===== config.mk =====
export PLATFORM = sky130hd
export DESIGN_NAME = hazard_unit
export DESIGN_NICKNAME = d
export VERILOG_FILES = /design/src/rtl/hazard_unit.sv
export SDC_FILE = /design/constraint.sdc
export NUM_CORES = 1
export LEC_CHECK = 0
export CAP_MARGIN = 20
export CORE_MARGIN = 1
export CORE_UTILIZATION = 52
export DETAILED_ROUTE_END_ITERATION = 10
export PLACE_DENSITY = 0.85
export SETUP_SLACK_MARGIN = 0.3
export SYNTH_ARGS = -nofsm -noshare
export SYNTH_HDL_FRONTEND = slang
export SYNTH_SLANG_ARGS = --single-unit
export TNS_END_PERCENT = 100

===== constraint.sdc =====
create_clock -name CLK -period 4.2 [get_ports CLK]
set_input_delay 0.42 -clock CLK [delete_from_list [all_inputs] [get_ports CLK]]
set_output_delay 0.42 -clock CLK [all_outputs]
set_load 0.005 [all_outputs]

===== src/rtl/hazard_unit.sv =====
// hazard_unit: central stall/flush controller for the five-stage pipeline.
// Produces PC/pipeline-register enables and flushes from cache handshakes,
// load-use detection, branch/jump resolution and halt. It also keeps halt
// state, stall/flush performance counters and a sticky data-memory timeout.
module hazard_unit #(
  parameter int TIMEOUT_CYCLES = 256
) (
  input  logic        CLK,
  input  logic        nRST,
  input  logic        ihit,
  input  logic        dhit,
  input  logic        exmem_dmem_req,
  input  logic        exmem_branch_taken,
  input  logic        exmem_halt,
  input  logic        idex_MemRead,
  input  logic [4:0]  idex_rt,
  input  logic [4:0]  ifid_rs,
  input  logic [4:0]  ifid_rt,
  input  logic        ifid_uses_rt,
  input  logic        id_jump,
  output logic        pc_WEN,
  output logic        ifid_WEN,
  output logic        idex_WEN,
  output logic        exmem_WEN,
  output logic        memwb_WEN,
  output logic        ifid_flush,
  output logic        idex_flush,
  output logic        exmem_flush,
  output logic        memwb_flush,
  output logic        halt_out,
  output logic        mem_timeout,
  output logic [31:0] stall_cycles,
  output logic [31:0] flush_events
);

  // Wait counter only has to reach TIMEOUT_CYCLES-1; it saturates there.
  localparam int CW = (TIMEOUT_CYCLES > 2) ? $clog2(TIMEOUT_CYCLES) : 1;
  localparam logic [CW-1:0] WAIT_LAST = CW'(TIMEOUT_CYCLES - 1);

  typedef enum logic [1:0] {
    RUN     = 2'd0,
    MEMWAIT = 2'd1,
    HALTED  = 2'd2
  } state_e;

  state_e        state_q, state_d;
  logic [CW-1:0] wait_cnt_q, wait_cnt_d;
  logic          timeout_q, timeout_d;
  logic [31:0]   stall_q, stall_d;
  logic [31:0]   flush_cnt_q, flush_cnt_d;

  logic          freeze;
  logic          load_use;
  logic          flush_evt;

  // Hazard detection terms shared by the control decode.
  always_comb begin
    freeze   = exmem_dmem_req && !dhit;
    load_use = idex_MemRead && (idex_rt != 5'd0) &&
               ((idex_rt == ifid_rs) || (ifid_uses_rt && (idex_rt == ifid_rt)));
  end

  // Next-state and enable/flush decode, priority ordered; reset forces flush.
  always_comb begin
    pc_WEN      = 1'b0;
    ifid_WEN    = 1'b0;
    idex_WEN    = 1'b0;
    exmem_WEN   = 1'b0;
    memwb_WEN   = 1'b0;
    ifid_flush  = 1'b0;
    idex_flush  = 1'b0;
    exmem_flush = 1'b0;
    memwb_flush = 1'b0;
    flush_evt   = 1'b0;
    state_d     = state_q;

    if (!nRST) begin
      ifid_flush  = 1'b1;
      idex_flush  = 1'b1;
      exmem_flush = 1'b1;
      memwb_flush = 1'b1;
      state_d     = RUN;
    end else if (state_q == HALTED) begin
      state_d = HALTED;
    end else if (freeze) begin
      state_d = MEMWAIT;
    end else if (exmem_halt) begin
      // Let the halt itself drain into WB while everything else holds.
      memwb_WEN = 1'b1;
      state_d   = HALTED;
    end else begin
      state_d   = RUN;
      pc_WEN    = 1'b1;
      ifid_WEN  = 1'b1;
      idex_WEN  = 1'b1;
      exmem_WEN = 1'b1;
      memwb_WEN = 1'b1;
      if (exmem_branch_taken) begin
        ifid_flush  = 1'b1;
        idex_flush  = 1'b1;
        exmem_flush = 1'b1;
        flush_evt   = 1'b1;
      end else if (load_use) begin
        // Hold PC and IF/ID, push a bubble into ID/EX.
        pc_WEN     = 1'b0;
        ifid_WEN   = 1'b0;
        idex_flush = 1'b1;
      end else if (id_jump) begin
        pc_WEN     = ihit;
        ifid_flush = 1'b1;
        flush_evt  = ihit;
      end else if (!ihit) begin
        pc_WEN     = 1'b0;
        ifid_flush = 1'b1;
      end
    end
  end

  // Counter and timeout next-state.
  always_comb begin
    stall_d     = stall_q;
    flush_cnt_d = flush_cnt_q;
    wait_cnt_d  = '0;
    timeout_d   = timeout_q;

    if (!pc_WEN && (state_q != HALTED)) begin
      stall_d = stall_q + 32'd1;
    end
    if (flush_evt) begin
      flush_cnt_d = flush_cnt_q + 32'd1;
    end
    if ((state_q == MEMWAIT) && (state_d == MEMWAIT)) begin
      wait_cnt_d = (wait_cnt_q == WAIT_LAST) ? wait_cnt_q : wait_cnt_q + CW'(1);
    end
    if ((state_q == MEMWAIT) && freeze && (wait_cnt_q == WAIT_LAST)) begin
      timeout_d = 1'b1;
    end
  end

  // State and counter registers with asynchronous clear.
  always_ff @(posedge CLK or negedge nRST) begin
    if (!nRST) begin
      state_q     <= RUN;
      wait_cnt_q  <= '0;
      timeout_q   <= 1'b0;
      stall_q     <= 32'd0;
      flush_cnt_q <= 32'd0;
    end else begin
      state_q     <= state_d;
      wait_cnt_q  <= wait_cnt_d;
      timeout_q   <= timeout_d;
      stall_q     <= stall_d;
      flush_cnt_q <= flush_cnt_d;
    end
  end

  assign halt_out     = (state_q == HALTED);
  assign mem_timeout  = timeout_q;
  assign stall_cycles = stall_q;
  assign flush_events = flush_cnt_q;

endmodule

# Yosys cells after proc, flatten, opt, wreduce, memory -nomap -nowiden
# Index checks and enable logic that the tools add are counted.
# Widths: inputs -> output; s select.
# word_totals
ff_bits	75
inputBits	25
out_inout_bits	75
elab_cells	82
# op_classes
add_sub_neg	3
n_eq_ne	8
muxes	54
n_reduce_logical	12
# ops
op	n
$add 32x1->32 const B	2
$mux 1	48
$mux 8	2
$eq 5x5->1	2
$add 8x1->8 const B	1
$eq 8x8->1 const B	1
$logic_and 1x1->1	8
$mux 2	4
$reduce_bool 5->1	1
$eq 2x1->1 const B	2
$ne 2x2->1 const B	2
$eq 2x2->1 const B	1
$logic_not 1->1	2
$logic_or 1x1->1	1

# Logic depth before layout (Yosys ltp)
# Gate-level depths: netlist (run 1).
# depth
word_depth	12
ltp_mapped	11

# Worst setup path before layout (run 1)
# OpenSTA, ideal clock, no wires.
# synth_path
path_type	input port to flip-flop
start	in idex_rt[1]
end	reg flush_cnt_q[13], in the netlist flush_events[13]
setup_ns	0.123
arrival_time_ns	1.905
t_required_ns	4.077
path_slack_ns	2.172
cell_stages	8
path_buffers	2
cell_sequence	or4_1 o21ai_2 a31oi_1 o22ai_2 buf_6 buf_6 nand4_1 xnor2_1
# synth_between
elab_chain_len	10
word_cells_on_any_way	13
cone_classes	2 x eq/ne; 6 x mux; 5 x reduce/logical
# synth_lines
element	line	rtl
start: declaration	16	input logic [4:0] idex_rt,
$eq 5x5->1	60	((idex_rt == ifid_rs) || (ifid_uses_rt && (idex_rt == ifid_rt)));
$logic_and 1x1->1	60	
$logic_or 1x1->1	60	
$logic_and 1x1->1 *	59	load_use = idex_MemRead && (idex_rt != 5'd0) &&
$mux 1 *	103	end else if (load_use) begin
$mux 1 *	98	if (exmem_branch_taken) begin
$mux 1 *	87	end else if (exmem_halt) begin
$mux 1 *	85	end else if (freeze) begin
$mux 1 *	83	end else if (state_q == HALTED) begin
$mux 1 *	77	if (!nRST) begin
end signal: assignment	153	flush_cnt_q <= flush_cnt_d;
end: declaration	50	logic [31:0] flush_cnt_q, flush_cnt_d;
# Mark *: on every way between the ends. The rest lies on a longest branch, timed or not.
# A chain may end at the register's enable or synchronous reset.

# Worst setup path after layout (run 1)
# layout_path
start	in idex_rt[1]
end	out ifid_flush
# layout_between
elab_chain_len	10
word_cells_on_any_way	13
cone_classes	2 x eq/ne; 6 x mux; 5 x reduce/logical
# layout_lines
element	line	rtl
$eq 5x5->1	60	
$logic_and 1x1->1	60	
$logic_or 1x1->1	60	
$logic_and 1x1->1 *	59	
$mux 1 *	103	
$mux 1 *	98	
$mux 1 *	87	
$mux 1 *	85	
$mux 1 *	83	
$mux 1 *	77	
end: declaration	26	output logic ifid_flush,
# Marked as above.

==> results of run 1 <==
==> metal layers <==
| layer | global-route usage, % | up-vias |
|---|---|---|
| met5 | 0 | - |
| met4 | 8.64 | 0 |
| met3 | 4.76 | 12 |
| met2 | 38.1 | 52 |
| met1 | 30.2 | 1417 |
| li1 | - | 1427 |
==> sequential cells by signal, summed over array words and instances (netlist names) <==
name          count
flush_events     32
stall_cycles     32
wait_cnt_q        8
state_q           2
mem_timeout       1
==> critical path, cell delays in order <==
cell and delay (ps):
clkdlybuf4s50_1 470, or4_1 560, o21ai_2 190, or2b_1 170, a21oi_1 70, o21ai_0 160
clkdlybuf4s50_1 530
==> stage by stage <==
stage / std cells / hold WS, ps
final: 560 / 469
after global routing: 560 / 481
after CTS: 560 / 476
after detailed placement: 543 / 305
after global placement: 543 / 311
after floorplan: 354 / 124
==> worst max-delay path by stage <==
stage                                   endpoint  slack, ps  cells past startpoint
floorplan           flush_events[13]$_DFFE_PN0P_       2170                      8
global placement                      ifid_flush       1270                      7
detailed placement                    ifid_flush       1240                      7
CTS                                   ifid_flush       1220                      7
global route                          ifid_flush       1040                      7
finish                                ifid_flush       1210                      7
==> logic make-up after synthesis <==
group | share of synthesized area (%)
simple gates | 23.9
fa+ha+maj | 1.02
compound gates | 3.52
buf+inv | 2.13
xor+xnor | 18.0
flops | 50.8
mux | 0.576
==> report_power, final <==
| group | internal (W) | switching [W] | total (W) | leakage [nW] |
|---|---|---|---|---|
| clock network | 0.000298 | 0.000279 | 0.000577 | 0.109 |
| logic | 0.000190 | 0.000118 | 0.000308 | 1.08 |
| registers | 0.000779 | 0.0000874 | 0.000866 | 1.02 |
| total | 0.00127 | 0.000484 | 0.00175 | 2.21 |
==> cell type report <==
cell class / instances / share of cell area, %
flip-flops and latches: 75 / 37.7
clock buffers: 10 / 2.76
repair buffers: 102 / 20.3
inverters: 7 / 0.527
well taps: 96 / 2.41
multi-input cells: 264 / 34.8
clock inverters: 6 / 1.46
==> cell usage after synthesis (2+ instances only) <==
cell / instances / share of area (%)
nand4_1: 22 / 3.7
and2_1: 3 / 0.51
inv_1: 6 / 0.61
nor4_1: 4 / 0.68
nand3_1: 22 / 3.0
xnor2_1: 48 / 11
o21ai_2: 2 / 0.47
nand2_1: 37 / 3.8
nand2b_1: 2 / 0.34
ha_1: 3 / 1.0
nor2_1: 33 / 3.4
and4_1: 3 / 0.71
a21oi_1: 3 / 0.41
clkbuf_1: 2 / 0.20
o21ai_0: 3 / 0.41
o22ai_2: 2 / 0.68
and3_1: 19 / 3.2
buf_2: 3 / 0.41
buf_6: 2 / 0.61
xor2_1: 28 / 6.6
nor3_1: 8 / 1.1
dfrtp_1: 75 / 51
==> timing repair <==
action,4_1_cts,5_1_grt
setup endpoints to repair,0,0
hold buffers,1,0
endpoints found under the hold margin,15,0
==> flow_summary.json, run 1 <==
{
  "max_cap_viol_count": 0,
  "grt_use_total_pct": 23.1,
  "crit_required_ps": 3780,
  "rows": 30,
  "ioPinCount": 100,
  "initial_utilization_pct": 54.0,
  "finClkSkew_ps": 10.5,
  "final_max_slew_viol_count": 0,
  "layout_min_cycle_time_ps": 2990,
  "grt_pass1_vias": 2896,
  "holdPathEnd": "mem_timeout$_DFFE_PN0P_",
  "fmax_ghz": 0.335,
  "core_area_um2": 6830,
  "area_growth_pct": 35.0,
  "worstSetupPathType": "in -> out",
  "setup_tns_ps": 0,
  "synth_area_um2": 3690,
  "final_common_cell": "clkdlybuf4s50_1",
  "m1WireLength_mm": 3.66,
  "first_pass_iters": 4,
  "r2r_start": "state_q[1]$_DFF_PN0_",
  "synth_nets": 382,
  "fin_util_pct": 72.9,
  "power_leakage_nw": 2.21,
  "vias": 2908,
  "synthArstFlopShare_pct": 100,
  "top_layer": "met4",
  "path_clk_slew_ps": 70,
  "antenna_found_initial": 0,
  "dp_hpwl_mm": 5.87,
  "holdPathStages": 1,
  "multi_input_area_um2": 1740,
  "dieArea_um2": 7440,
  "period_share_pct": 71.2,
  "wl_per_cell_um": 14.4,
  "die_height_um": 86.3,
  "ys_ff_latch": 75,
  "cts_max_level": 3,
  "finalHoldViolCount": 0,
  "synth_edf_count": 0,
  "numCtsBuffers": 9,
  "synth-warning-count": 0,
  "setup_violations": 0,
  "drc_errors": 0,
  "stdcell_area_um2": 4980,
  "fill_cells": 522,
  "grt_first_pass_wirelength_mm": 13.4,
  "ys_types": 46,
  "cts_resized": 0,
  "r2r_setup_slack_ps": 1860,
  "worstRegToRegCells": 11,
  "cp-end-kind": "primary output",
  "drive_gt1_share_pct": 7.11,
  "pre_cts_slack_ps": 1240,
  "cts_tree": "yes",
  "total_power_w": 0.00175,
  "drt_iter0_markers": 85,
  "vdd_ir_drop_max_mv": 0.362,
  "worst_pin_slew_ps": 760,
  "path_max_fanout": 3,
  "dpl_cell_area_um2": 4760,
  "netlist_instances": 354,
  "numClockSinks": 75,
  "io_buffers": 99,
  "rr_endpoint": "flush_events[29]$_DFFE_PN0P_",
  "startpoint_type": "input pin",
  "post-cts-setup-buffers": 0,
  "wirelength_mm": 8.06,
  "diodes": 0,
  "synth_flop_cell": "dfrtp_1",
  "yosysSeqAreaShare_pct": 50.8,
  "met3WireLength_um": 331,
  "layout_common_cells": "clkdlybuf4s50_1, dfrtp_1, xnor2_1",
  "worst_slack_ps": 1210,
  "root_buffer": "clkbuf_8",
  "met2_length_mm": 3.94,
  "ant_nets": 0,
  "regArea_um2": 1880,
  "hp-start": "mem_timeout$_DFFE_PN0P_",
  "gp_congestion": 0.829,
  "min_path_type": "reg -> reg",
  "final_nets": 487,
  "startpoint": "idex_rt[1]",
  "gr-total-overflow": 0,
  "arrival_ps": 2570,
  "slew_headroom_pct": 49.3,
  "viasPerCell": 5.19,
  "die-width_um": 86.3,
  "clock_path_buffers": 2,
  "rsz0062_at_grt": "false",
  "syn_avg_cell_area_um2": 10.4,
  "status": "completed",
  "insertion_delay_ps": 350,
  "grt_max_degree": 61,
  "power_density_nw_per_um2": 351
}
No activity file was read; power rests on OpenSTA's default activity.
==> run 2, diff against run 1 <==
- CORE_UTILIZATION: 52 -> 48
- PLACE_DENSITY: 0.85 -> 0.8
- clock period: 4.2 -> 3 ns (I/O delays scaled with it)
==> run 2 against run 1 <==
  * Worst setup slack lost 780 ps
  * Largest power group unchanged
  * Clock skew is essentially flat
  * Routed wire length grew 0.34%
  * Cell count grew 0.71%
  * Register-to-register slack lost 1200 ps
  * Sequential share of layout area shrank 0.16 points
  * Die area grew 8.1%
==> flow_summary.json, run 2 (synthesized netlist as in run 1, its figures left out) <==
{
  "first_pass_iters": 4,
  "wl_per_cell_um": 14.3,
  "io_buffers": 99,
  "crit_required_ps": 2700,
  "drt_iter0_markers": 114,
  "r2r_setup_slack_ps": 680,
  "multi_input_area_um2": 1740,
  "finalHoldViolCount": 0,
  "final_max_slew_viol_count": 0,
  "wirelength_mm": 8.09,
  "startpoint_type": "input pin",
  "worstSetupPathType": "in -> out",
  "area_growth_pct": 35.5,
  "gp_congestion": 0.827,
  "worst_pin_slew_ps": 880,
  "vias": 2878,
  "layout_min_cycle_time_ps": 2570,
  "initial_utilization_pct": 50.4,
  "worstRegToRegCells": 11,
  "power_leakage_nw": 2.24,
  "fill_cells": 546,
  "layout_common_cells": "clkdlybuf4s50_1, dfrtp_1, xnor2_1",
  "vdd_ir_drop_max_mv": 0.327,
  "cp-end-kind": "primary output",
  "cts_tree": "yes",
  "grt_first_pass_wirelength_mm": 13.5,
  "setup_violations": 0,
  "dieArea_um2": 8050,
  "fmax_ghz": 0.389,
  "rsz0062_at_grt": "false",
  "rows": 31,
  "core_area_um2": 7330,
  "slew_headroom_pct": 41.3,
  "die-width_um": 89.7,
  "finClkSkew_ps": 10.4,
  "viasPerCell": 5.10,
  "ant_nets": 0,
  "rr_endpoint": "flush_events[26]$_DFFE_PN0P_",
  "numClockSinks": 75,
  "drc_errors": 0,
  "path_clk_slew_ps": 80,
  "diodes": 0,
  "root_buffer": "clkbuf_8",
  "total_power_w": 0.00245,
  "grt_max_degree": 71,
  "ioPinCount": 100,
  "drive_gt1_share_pct": 7.53,
  "clock_path_buffers": 2,
  "arrival_ps": 2270,
  "cts_max_level": 3,
  "die_height_um": 89.7,
  "gr-total-overflow": 0,
  "final_common_cell": "clkdlybuf4s50_1",
  "regArea_um2": 1880,
  "pre_cts_slack_ps": 256,
  "grt_pass1_vias": 2755,
  "r2r_start": "state_q[1]$_DFF_PN0_",
  "hold_slack_ps": 319,
  "status": "completed",
  "path_max_fanout": 3,
  "insertion_delay_ps": 340,
  "power_density_nw_per_um2": 490,
  "period_share_pct": 85.7,
  "setup_tns_ps": 0,
  "grt_use_total_pct": 20.8,
  "min_path_type": "in -> async",
  "numCtsBuffers": 9,
  "max_cap_viol_count": 0,
  "final_nets": 488,
  "worst_slack_ps": 430,
  "antenna_found_initial": 0,
  "dp_hpwl_mm": 5.82
}
[run 2: cell types whose count changed in the layout (fill, tap and decap cells not counted), sizes merged]
cell           before  now
buf                 3    4
dlymetal6s2s        0    3
dlygate4sd2         0    1
clkdlybuf4s50      98   94
[run 2: critical path, stage by stage]
cell,delay (ps)
clkdlybuf4s50_1,550
xnor2_1,150
nand3_1,110
o22ai_2,210
or2b_1,280
a21oi_1,150
nor2_1,70
clkdlybuf4s50_1,450
[run 2: worst max-delay path by stage]
stage	from	to	slack [ps]
3_5_place_dp	idex_rt[1]	ifid_flush	260
3_3_place_gp	idex_rt[1]	ifid_flush	290
6_report	idex_rt[0]	pc_WEN	430
4_1_cts	idex_rt[1]	pc_WEN	340
2_1_floorplan	idex_rt[1]	flush_events[13]$_DFFE_PN0P_	1090
5_1_grt	idex_rt[0]	pc_WEN	320
[run 2: layer usage]
metal / track usage (%) / routed length (um) / vias to the layer above
met2: 34.6 / 4000 / 54
met4: 6.83 / 65 / 0
met5: 0 / 0 / -
met3: 3.89 / 320 / 6
li1: - / - / 1430
met1: 27.5 / 3700 / 1388
[run 2: report_power, final]
| group | switching [W] | internal (W) |
|---|---|---|
| sequential | 0.000118 | 0.00109 |
| combinational | 0.000170 | 0.000267 |
| clock | 0.000391 | 0.000417 |
[run 2: cell type report]
type,instances,area share [%]
Tap cell,99,2.48
Inverter,7,0.525
Timing Repair Buffer,103,20.5
Multi-Input combinational cell,264,34.8
Clock inverter,6,1.45
Sequential cell,75,37.5
Clock buffer,10,2.75
[run 2: per-stage QoR]
stage / util (%) / std cells / area, um^2
6_report: 68.3 / 564 / 5000
5_1_grt: 68.3 / 564 / 5000
4_1_cts: 68.2 / 564 / 5000
3_5_place_dp: 65.0 / 546 / 4770
3_3_place_gp: 65.0 / 546 / 4770
2_1_floorplan: - / 354 / 3690
[run 2: repair_timing]
item                                   in CTS  in global routing
endpoints found under the hold margin       5                  0
pin swaps                                   1                  0
setup endpoints to repair                   2                  2
resized for setup                           2                  3
hold buffers                                1                  0
buffers inserted                            1                  0
==> run 3, diff against run 2 <==
- SLEW_MARGIN: unset -> 20
==> results of run 3 <==
Final layout, timing and power as in run 2 (identical DEF).
